**src/rtl/inv_subbytes_addkey.sv**
```systemverilog
`default_nettype none
// ============================================================================
// Module      : inv_subbytes_addkey
// Description : Byte-serial AES decryption stage. Applies InvSubBytes followed
//               by AddRoundKey to a 128-bit state, one byte per clock through
//               a single inverse S-box. With key_only set, the S-box is
//               bypassed and only AddRoundKey is applied.
// Ports       : clk, rst_n              clock, synchronous active-low reset
//               in_valid / in_ready     input handshake (ready only in IDLE)
//               state_in, round_key     packed [15:0][7:0], byte i = [i]
//               key_only                1: XOR only, 0: InvSbox then XOR
//               out_valid / out_ready   output handshake (valid in DONE)
//               state_out               result, feeds invMixColumns 'in'
//               busy                    high in RUN and DONE
// Revision    : 1.0 - initial release
// ============================================================================
module inv_subbytes_addkey (
    input  logic             clk,
    input  logic             rst_n,
    input  logic             in_valid,
    output logic             in_ready,
    input  logic [15:0][7:0] state_in,
    input  logic [15:0][7:0] round_key,
    input  logic             key_only,
    output logic             out_valid,
    input  logic             out_ready,
    output logic [15:0][7:0] state_out,
    output logic             busy
);

    // FIPS-197 inverse S-box. Index 0 is the leftmost byte of the table.
    localparam logic [0:255][7:0] c_INV_SBOX = {
        128'h52096ad53036a538bf40a39e81f3d7fb,
        128'h7ce339829b2fff87348e4344c4dee9cb,
        128'h547b9432a6c2233dee4c950b42fac34e,
        128'h082ea16628d924b2765ba2496d8bd125,
        128'h72f8f66486689816d4a45ccc5d65b692,
        128'h6c704850fdedb9da5e154657a78d9d84,
        128'h90d8ab008cbcd30af7e45805b8b34506,
        128'hd02c1e8fca3f0f02c1afbd0301138a6b,
        128'h3a9111414f67dcea97f2cfcef0b4e673,
        128'h96ac7422e7ad3585e2f937e81c75df6e,
        128'h47f11a711d29c5896fb7620eaa18be1b,
        128'hfc563e4bc6d279209adbc0fe78cd5af4,
        128'h1fdda8338807c731b11210592780ec5f,
        128'h60517fa919b54a0d2de57a9f93c99cef,
        128'ha0e03b4dae2af5b0c8ebbb3c83539961,
        128'h172b047eba77d626e169146355210c7d
    };

    typedef enum logic [1:0] {
        c_IDLE = 2'd0,
        c_RUN  = 2'd1,
        c_DONE = 2'd2
    } state_t;

    state_t          r_state;
    logic [15:0][7:0] r_work;
    logic [15:0][7:0] r_key;
    logic            r_mode;
    logic [3:0]      r_idx;

    logic [7:0]      w_cur;
    logic [7:0]      w_sub;
    logic [7:0]      w_new;

    // Datapath for the byte currently selected by r_idx.
    assign w_cur = r_work[r_idx];
    assign w_sub = c_INV_SBOX[w_cur];
    assign w_new = (r_mode ? w_cur : w_sub) ^ r_key[r_idx];

    // Handshake flags depend on the state register only.
    assign in_ready  = (r_state == c_IDLE);
    assign out_valid = (r_state == c_DONE);
    assign busy      = (r_state == c_RUN) || (r_state == c_DONE);
    assign state_out = r_work;

    always_ff @(posedge clk) begin
        if (!rst_n) begin
            r_state <= c_IDLE;
            r_work  <= '0;
            r_key   <= '0;
            r_mode  <= 1'b0;
            r_idx   <= 4'd0;
        end else begin
            case (r_state)
                c_IDLE: begin
                    if (in_valid) begin
                        r_work  <= state_in;
                        r_key   <= round_key;
                        r_mode  <= key_only;
                        r_idx   <= 4'd0;
                        r_state <= c_RUN;
                    end
                end
                c_RUN: begin
                    r_work[r_idx] <= w_new;
                    // Index stays at 15 on the last byte; it is reloaded on
                    // the next acceptance, so it never wraps within a block.
                    if (r_idx == 4'd15) begin
                        r_state <= c_DONE;
                    end else begin
                        r_idx <= r_idx + 4'd1;
                    end
                end
                c_DONE: begin
                    if (out_ready) begin
                        r_state <= c_IDLE;
                    end
                end
                default: begin
                    r_state <= c_IDLE;
                end
            endcase
        end
    end

endmodule
`default_nettype wire

```
**config.mk**
```make
export PLATFORM = sky130hd
export DESIGN_NAME = inv_subbytes_addkey
export DESIGN_NICKNAME = d
export VERILOG_FILES = /design/src/rtl/inv_subbytes_addkey.sv
export SDC_FILE = /design/constraint.sdc
export NUM_CORES = 1
export LEC_CHECK = 0
export CAP_MARGIN = 40
export CORE_MARGIN = 10
export CORE_UTILIZATION = 45
export DETAILED_ROUTE_END_ITERATION = 8
export PLACE_DENSITY = 0.72
export SLEW_MARGIN = 10
export SYNTH_ARGS = -nofsm -noshare
export SYNTH_HDL_FRONTEND = slang
export SYNTH_SLANG_ARGS = --single-unit
export TNS_END_PERCENT = 10
```
**constraint.sdc**
```tcl
create_clock -name clk -period 6.4 [get_ports clk]
set_clock_uncertainty 0.2 [all_clocks]
set_input_delay 0.64 -clock clk [delete_from_list [all_inputs] [get_ports clk]]
set_output_delay 0.64 -clock clk [all_outputs]
set_load 0.05 [all_outputs]
```
==> results.ini <==
[clocking]
cts_tree=done
clk_path_buf_depth=3
cts.sinks=263
cts_resized=0
clock_latency_ns=0.63
path_clk_slew_ns=0.06
cts_made_buffers=30
post_cts_buffers=0
ctsHoldBuffers=0
cts_root_buf=clkbuf_16
htree_levels=1

[drt]
drt-wirelength-per-cell_um=30.1
drt-pass1-iter-count=8
num_vias=22152
drtAntennaViolNets=0
avgViaCountPerCell=6.84
remaining_drc_errors=0
routed_wl_um=97400
drt_iter0_markers=3067

[synth]
synth_top_cell_area_share_pct=29.4
async_flop_share_pct=0
yosysMostFrequentCell=nand2_1
ys_warn_count=0
yosysTopAreaCell=dfxtp_1
synth.avg_cell_area_um2=7.52
ys_ff_latch=263
synth_cells=2385
syn-num-nets=2674
yosys-top-cells-count=nand2_1 (475), a21oi_1 (279), dfxtp_1 (263), o21ai_0 (180), clkbuf_1 (155)
ys_types=86
seq_area_frac_synth_pct=29.4
syn_area_um2=17900
synthFlopType=dfxtp_1
synth_edf_count=0
synth_area_leaders=dfxtp_1 (29%), nand2_1 (9.9%), mux4_2 (8.2%), a21oi_1 (7.8%), o21ai_0 (5.0%)

[die]
die_width_um=220
ios=392
start_util_pct=45.3
std_cell_rows=73
design.core.area_um2=39500
die_h_um=220
die-area_um2=48200

[global_route]
antenna_found_initial=6
grt_pass1_vias=21330
grt_max_degree=90
grt_first_pass_wirelength_um=141000
grt_overflow=0
grt.total_usage_pct=38.7

[timing]
worst_slack_ns=0.868
worst-slew-pin-transition_ns=1.03
post-route-period-util_pct=86.4
hold_violations=0
max_freq_mhz=181
finalWorstPathRequiredPeriod_ns=5.53
finalSetupViolations=0
slew_violations=0
rsz0062_at_grt=false
slew_headroom_pct=31.4
setup_tns_ns=0
hold_slack_ns=0.253

[final_layout]
area_growth_pct=31.2
layout.nets=2976
layout-drive-gt1-share_pct=10.1
fin_cells=3239
fin_area_um2=23500

[worst_hold_path]
worstHoldPathType=register to register
min-delay-start=r_key[92]

[setup_path]
cp-startpoint=r_idx[2]
critPathKind=register to register
path_cells=and2_1 > buf_4 > a22oi_1 > and2_1 > inv_1 > buf_4 > ha_1 > inv_1 > or2_2 > a21oi_1 > nor3_1 > a211oi_1 > nor4_1 > a31oi_2 > buf_4 > nor4_1 > a211o_1
slowest_stage=dfxtp_2
cp-end-kind=register
crit_family=buffers and inverters
crit_arrival_ns=5.78
required_ns=6.65
crit_top_cell=buf_4
slowest_delay_ns=0.85
reg2reg_slack_ns=0.87
cp_num_buf_inv=5
critPathLaunchType=register
crit_path_max_fanout=32
timing.rr.start=r_idx[2]

[place]
place_inst=3179
hpwl_um=73600
routabilityCongestion=1.10
dpl-instance-area_um2=22500
place_ws_ns=1.17
io_buffers=391

[power_and_ir_drop]
ir_drop_uv=305
p_leak_nw=8.62
power_density_nw_per_um2=402

[run]
drv_cap=0

[run_status]
outcome=finished clean

-- kinds of logic (layout without fill, tap and decap cells) --
logic type                 Yosys count  in the layout  synth area share (%)
adders and majority gates           28             28                  1.95
and+or+nand+nor                    878            878                  21.8
muxes                               99             99                  10.1
xor gates and xnor gates             3              3                 0.147
DFF                                263            263                  29.4
AOI/OAI and AO/OA                  857            857                  29.9
other                                0              5                     0
buffers and inverters              257            581                  6.65
-- stage by stage --
stage / power [W] / utilization [%]
floorplan: 0.00534 / -
global placement: 0.00748 / 56.6
detailed placement: 0.00749 / 56.9
CTS: 0.00924 / 59.4
finish: 0.00946 / 59.5
global route: 0.00973 / 59.5
-- placed cells by master (no fill, tap or decap), drive strengths merged, types with 21 or more instances in the layout --
cell type and n:
a211o 69, a211oi 56, a21oi 279, a31oi 62, buf 117, clkbuf 43, clkdlybuf4s50 390, dfxtp 263
ha 28, inv 21, mux2i 27, mux4 65, nand2 475, nand3 65, nor2 104, nor3 84
nor4 73, o211ai 46, o21ai 217
-- worst reg2reg max path: cells and delay by family, from the launching register on --
kind | cells | cell delay, ns
AND/OR/NAND/NOR | 6 | 1.25
buffers and inverters | 5 | 1.34
flip-flops | 1 | 0.85
adder cells (fa/ha/maj) | 1 | 0.46
AO/OA/AOI/OAI | 5 | 1.26
-- area by class of cell --
cell class / instances / area, um^2
Antenna cell: 5 / 12.5
Clock buffer: 43 / 850
Clock inverter: 11 / 141
Fill cell: 3570 / 16000
Inverter: 20 / 80.1
Multi-Input combinational cell: 1865 / 11600
Sequential cell: 263 / 5270
Tap cell: 525 / 657
Timing Repair Buffer: 507 / 4940
-- final timing paths --
check        depth (start not counted)              to
min reg2reg                          2       r_key[92]
min                                  2       r_key[92]
max                                 17  state_out[101]
max reg2reg                         17  state_out[101]
-- state kept, by name (all words and copies together), names as in the netlist --
signal and cells:
r_key 128, state_out 128, r_idx 4, r_state 2
r_mode 1
-- per-layer routing --
layer  share of wire, %  vias up  wire (um)  global-route usage (%)
met5              0.025        -         24                       0
met4                6.1        4       5980                    21.2
met3                 13      385      12300                    10.8
met2                 45     1803      43800                    61.4
met1                 36    10498      35400                    46.7
li1                   -     9462          -                       -
-- report_power, final --
part	internal, W	switching, W
clock	0.00101	0.000744
combinational	0.00177	0.00378
sequential	0.00189	0.000275
(Power assumes the default switching activity.)
==> RTL change 1 (same flow settings) <==
Encoding of `state_t`: now one-hot (3 bits for 3 states).
--- a/src/rtl/inv_subbytes_addkey.sv
+++ b/src/rtl/inv_subbytes_addkey.sv
@@ -50,6 +50,6 @@
 
-    typedef enum logic [1:0] {
-        c_IDLE = 2'd0,
-        c_RUN  = 2'd1,
-        c_DONE = 2'd2
+    typedef enum logic [2:0] {
+        c_IDLE = 3'b001,
+        c_RUN  = 3'b010,
+        c_DONE = 3'b100
     } state_t;
Formal check against the unedited RTL: same outputs for any inputs over 4 cycles, from zero or initial values and one cycle with rst_n low; so few cycles prove little.
==> RTL change 1 against the unedited design <==
- synthesized area shrank 4.0%
- hold slack improved by 0.0092 ns
- sequential cell count rose by 1
- highest routed layer is now met4
- setup slack got worse by 0.27 ns
- final area shrank 2.7%
- synthesized cell count is 4.7% lower
- non-clock buffer count stayed put
- routed wire length shrank 8.5%
Power is not compared: it rests on default switching activity, and its combinational part moved more than twofold at a synthesized area within 25%.
==> RTL change 1: results (changes against the unedited design) <==
CP Launch Point=r_idx[1]$_SDFFE_PN0P_; met3 usage=9.82% (-0.99 points); Root Buffer=clkbuf_16; met2 Resource Use GR=57.2% (-4.2 points); Arrival @ worst endpoint=6.03 ns (+0.25 ns); Nets=2898 (-2.6%); worst-path maximum fanout=30 (-6.3%); sequential fraction of the synthesis area=30.7% (+1.3 points); Worst path slowest cell=dfxtp_4; cts repair resizes=0 (unchanged); largest cells by area after synthesis=dfxtp_1, nand2_1, mux4_2, a21boi_0, nand3_1; total CTS buffers=29 (-3.3%); outcome=complete, no violations; ratio of cells with drive above 1 in the final layout=10.7% (+0.63 points); Highest Signal Layer=met4; worst min-delay path category=flop to flop; Static Leak=8.82 nW; Yosys cell types=84 (-2.3%); Synthesized Nets=2560 (-4.3%); Post-synth top flop=dfxtp_1; hold_sp=r_key[54]$_SDFFE_PN0P_; H-Tree Depth=1 (unchanged); post-synthesis cell count=2274 (-4.7%); largest net degree at the start of global routing=114 (+27%); vias in the first global route=20000 (-6.3%); Ys Warns=0 (unchanged); Placed Cells=3091 (-2.8%); CP top delay family=compound AO/OA/AOI/OAI gates; Filler cells=3377 (-5.4%); vias=20500 (-7.6%); Max IR drop VDD=0.000225 V; gr usage total=36.2% (-2.4 points); Clock Latency Late Sink=0.57 ns (-0.06 ns); drt first pass iters=6 (-2); Routed met1 length=32.8 mm (-7.2%); Post-DP HPWL=66.7 mm (-9.4%); met3 wire length=10.9 mm (-12%); RD Place Congestion=1.10 (unchanged); first-pass GRT wire length=130 mm (-8.0%); WL met2=40.1 mm (-8.5%); drt first-iter violations=2870 (-6.4%); Top cell by count, worst path=a2111oi_0; clk buf depth=3 (unchanged); Synth top cells by count=nand2_1, dfxtp_1, nand3_1, a21boi_0, o21ai_0; met1 Track Usage GR=44.4% (-2.3 points); drt wl/cell=28.3 um (-5.8%); initial antenna violation count=2 (-4); slowest cell delay on critical path=0.65 ns (-0.20 ns); WL final=89.2 mm (-8.5%); sequential cell power=1.85 mW; ys async rst share=0% (unchanged); Worst-Margin Slew=0.978 ns (-0.0492 ns)
==> RTL change 1: through the flow <==
step | power [mW] | instance area, sq um | setup WS, ns | utilization (%) | hold WS [ns]
after floorplan | 2.89 | 17200 | 1.47 | - | 0.240
after CTS | 5.48 | 22900 | 0.845 | 60.7 | 0.264
after global routing | 5.69 | 22900 | 0.537 | 60.8 | 0.279
after global placement | 3.74 | 21700 | 0.765 | 57.6 | 0.249
final | 5.55 | 22900 | 0.600 | 60.8 | 0.263
after detailed placement | 3.75 | 21900 | 0.864 | 58.1 | 0.257
==> RTL change 1: area by class of cell <==
type / count / area [sq um] / share of cell area [%]
diodes: 2 / 5.00 / 0.0219
clock buffers: 42 / 835 / 3.65
clock inverters: 10 / 149 / 0.651
inverters: 28 / 110 / 0.481
multi-input cells: 1782 / 10900 / 47.7
flip-flops and latches: 264 / 5300 / 23.1
well taps: 511 / 639 / 2.79
repair buffers: 507 / 4940 / 21.6
==> RTL change 1: worst register-to-register path, delay by kind of cell, from the launching register on <==
kind,cells,cell delay (ns)
muxes,3,1.54
adders and majority gates,1,0.65
buffers and inverters,2,0.42
DFF,1,0.65
and+or+nand+nor,1,0.05
xor gates and xnor gates,1,0.41
AOI/OAI and AO/OA,5,1.74
==> RTL change 1: cells by family after synthesis <==
family	synth area share [%]
adders and majority gates	1.82
xor gates and xnor gates	0.458
and+or+nand+nor	25.0
AOI/OAI and AO/OA	25.6
muxes	10.3
buffers and inverters	6.13
DFF	30.7
==> RTL change 1: path summary, 6_finish.rpt <==
path,to,slack [ns],cells after the start
setup reg to reg,state_out[78]$_SDFFE_PN0P_,0.60,13
hold / removal,r_key[54]$_SDFFE_PN0P_,0.26,2
hold reg to reg,r_key[54]$_SDFFE_PN0P_,0.26,2
setup / recovery,state_out[78]$_SDFFE_PN0P_,0.60,13
==> RTL change 2 (same flow settings) <==
Without the edit above. Register the inputs `round_key` and `key_only` before use, cleared by the reset. The logic sees them one clock later. The other inputs are not delayed to match.
--- a/src/rtl/inv_subbytes_addkey.sv
+++ b/src/rtl/inv_subbytes_addkey.sv
@@ -56,2 +56,15 @@
 
+    logic [15:0][7:0] round_key_q;
+    logic key_only_q;
+
+    always_ff @(posedge clk) begin
+        if (!rst_n) begin
+            round_key_q <= '0;
+            key_only_q  <= '0;
+        end else begin
+            round_key_q <= round_key;
+            key_only_q  <= key_only;
+        end
+    end
+
     state_t          r_state;
@@ -89,4 +102,4 @@
                         r_work  <= state_in;
-                        r_key   <= round_key;
-                        r_mode  <= key_only;
+                        r_key   <= round_key_q;
+                        r_mode  <= key_only_q;
                         r_idx   <= 4'd0;
Check against the original RTL: not equivalent (Yosys sat finds a counterexample within 4 cycles, from zero or initial values and one cycle with rst_n low).
==> RTL change 2 against the unedited design <==
- setup slack got worse by 0.30 ns
- critical endpoint is now state_out[11]$_SDFFE_PN0P_
- final area increased by 14%
- sequential cell count increased by 129
- total power increased by 2.9%
- synthesized cell count grew 3.7%
- synthesized area increased by 15%
- routed wire length increased by 4.4%
- non-clock buffer count rose by 16
- global-route usage fell by 3.1 points
- count of clock-buffer cells in the layout rose by 14
==> RTL change 2: results (changes against the unedited design) <==
total CTS buffers=40 (+33%); RD Place Congestion=1.04 (-5.5%); f_max=171 MHz (-5.2%); Arrival @ worst endpoint=6.12 ns (+0.34 ns); Synthesized Nets=2762 (+3.3%); Synth Area in Adders=1.64% (-0.31 points); sequential fraction of the synthesis area=38.1% (+8.7 points); Post-DP HPWL=75.7 mm (+2.9%); Clock Latency Late Sink=0.59 ns (-0.04 ns); RR Endpoint=state_out[11]$_SDFFE_PN0P_; WL final=102 mm (+4.4%); pre-CTS WS=0.877 ns (-0.291 ns); DP Area=25400 sq um (+13%); final std cells w/o fill=3455 (+6.7%); Slew HR=35.2% (+3.8 points); Static Leak=9.73 nW (+13%); XOR/XNOR share of the synthesized area=0.449% (+0.30 points); post-synthesis mux area share=8.49% (-1.6 points); total power=9.74 mW (+2.9%); Worst path slowest cell=and4_1; Synth top cells by count=nand2_1, dfxtp_1, a21oi_1, o21ai_0, and2_1; CTS clock-pin slew for the worst setup and hold paths=0.06 ns (about the same); Placed Cells=3381 (+6.4%); hold_ws=0.229 ns (-0.0247 ns); worst-path maximum fanout=29 (-9.4%); combinational share of power=45.6% (-13 points); ys async rst share=0% (unchanged); complex-gate fraction of the synthesized area=26.6% (-3.4 points); largest net degree at the start of global routing=113 (+26%); H-Tree Depth=2 (+1); worst reg2reg path depth=16 (-1); CP top delay family=compound AO/OA/AOI/OAI gates; Yosys cell types=95 (+10%); R2R Setup Slk=0.56 ns (-0.30 ns); ratio of cells with drive above 1 in the final layout=11.1% (+0.99 points); syn avg cell area=8.33 sq um (+11%); cell taking the most area after synthesis=dfxtp_1; hold_sp=round_key_q[95]$_SDFF_PN0_; vias=22600 (+2.2%); Filler cells=3974 (+11%); Nets=3112 (+4.6%); vias in the first global route=21600 (+1.3%); largest cells by area after synthesis=dfxtp_1, a21oi_1, nand2_1, mux4_2, and2_1; Clk pwr share=24.9% (+6.4 points); gr usage total=35.6% (-3.1 points); Switch Pwr=4.23 mW (-12%); first-pass GRT wire length=147 mm (+3.7%); outcome=complete, no violations; initial antenna violation count=2 (-4); Max IR drop VDD=0.000257 V (-16%); drt first pass iters=6 (-2); CP Launch Point=r_idx[0]$_SDFFE_PN0P_; slowest cell delay on critical path=0.78 ns (-0.07 ns); Hold Crit Endpoint=r_key[95]$_SDFFE_PN0P_; drt first-iter violations=3648 (+19%)
[RTL change 2: cell count changes after synthesis, sizes merged, moves of 18 or more]
cell / unedited run / this run
nand2: 475 / 397
clkbuf: 157 / 132
o21ai: 217 / 173
nand3: 65 / 84
dfxtp: 263 / 392
a21oi: 279 / 366
a31oi: 62 / 14
o22ai: 9 / 27
a21o: 2 / 34
or4: 2 / 20
and2: 11 / 134
a211o: 69 / 5
nor4: 73 / 6
[RTL change 2: area by class of cell]
cell class	count	area, sq um	area share, %
diodes	1	2.50	0.00934
well taps	600	751	2.80
multi-input cells	1848	11700	43.7
clock buffers	57	1130	4.24
clock inverters	15	213	0.794
flip-flops and latches	392	7860	29.3
repair buffers	523	5060	18.9
inverters	19	73.8	0.276
[RTL change 2: layer usage]
metal	part of all wire, %	global-route usage (%)	up-vias
met5	0	0	-
met4	5.2	16.5	0
met3	13	10.3	346
met2	44	55.9	1820
met1	37	44.4	10700
li1	-	-	9738
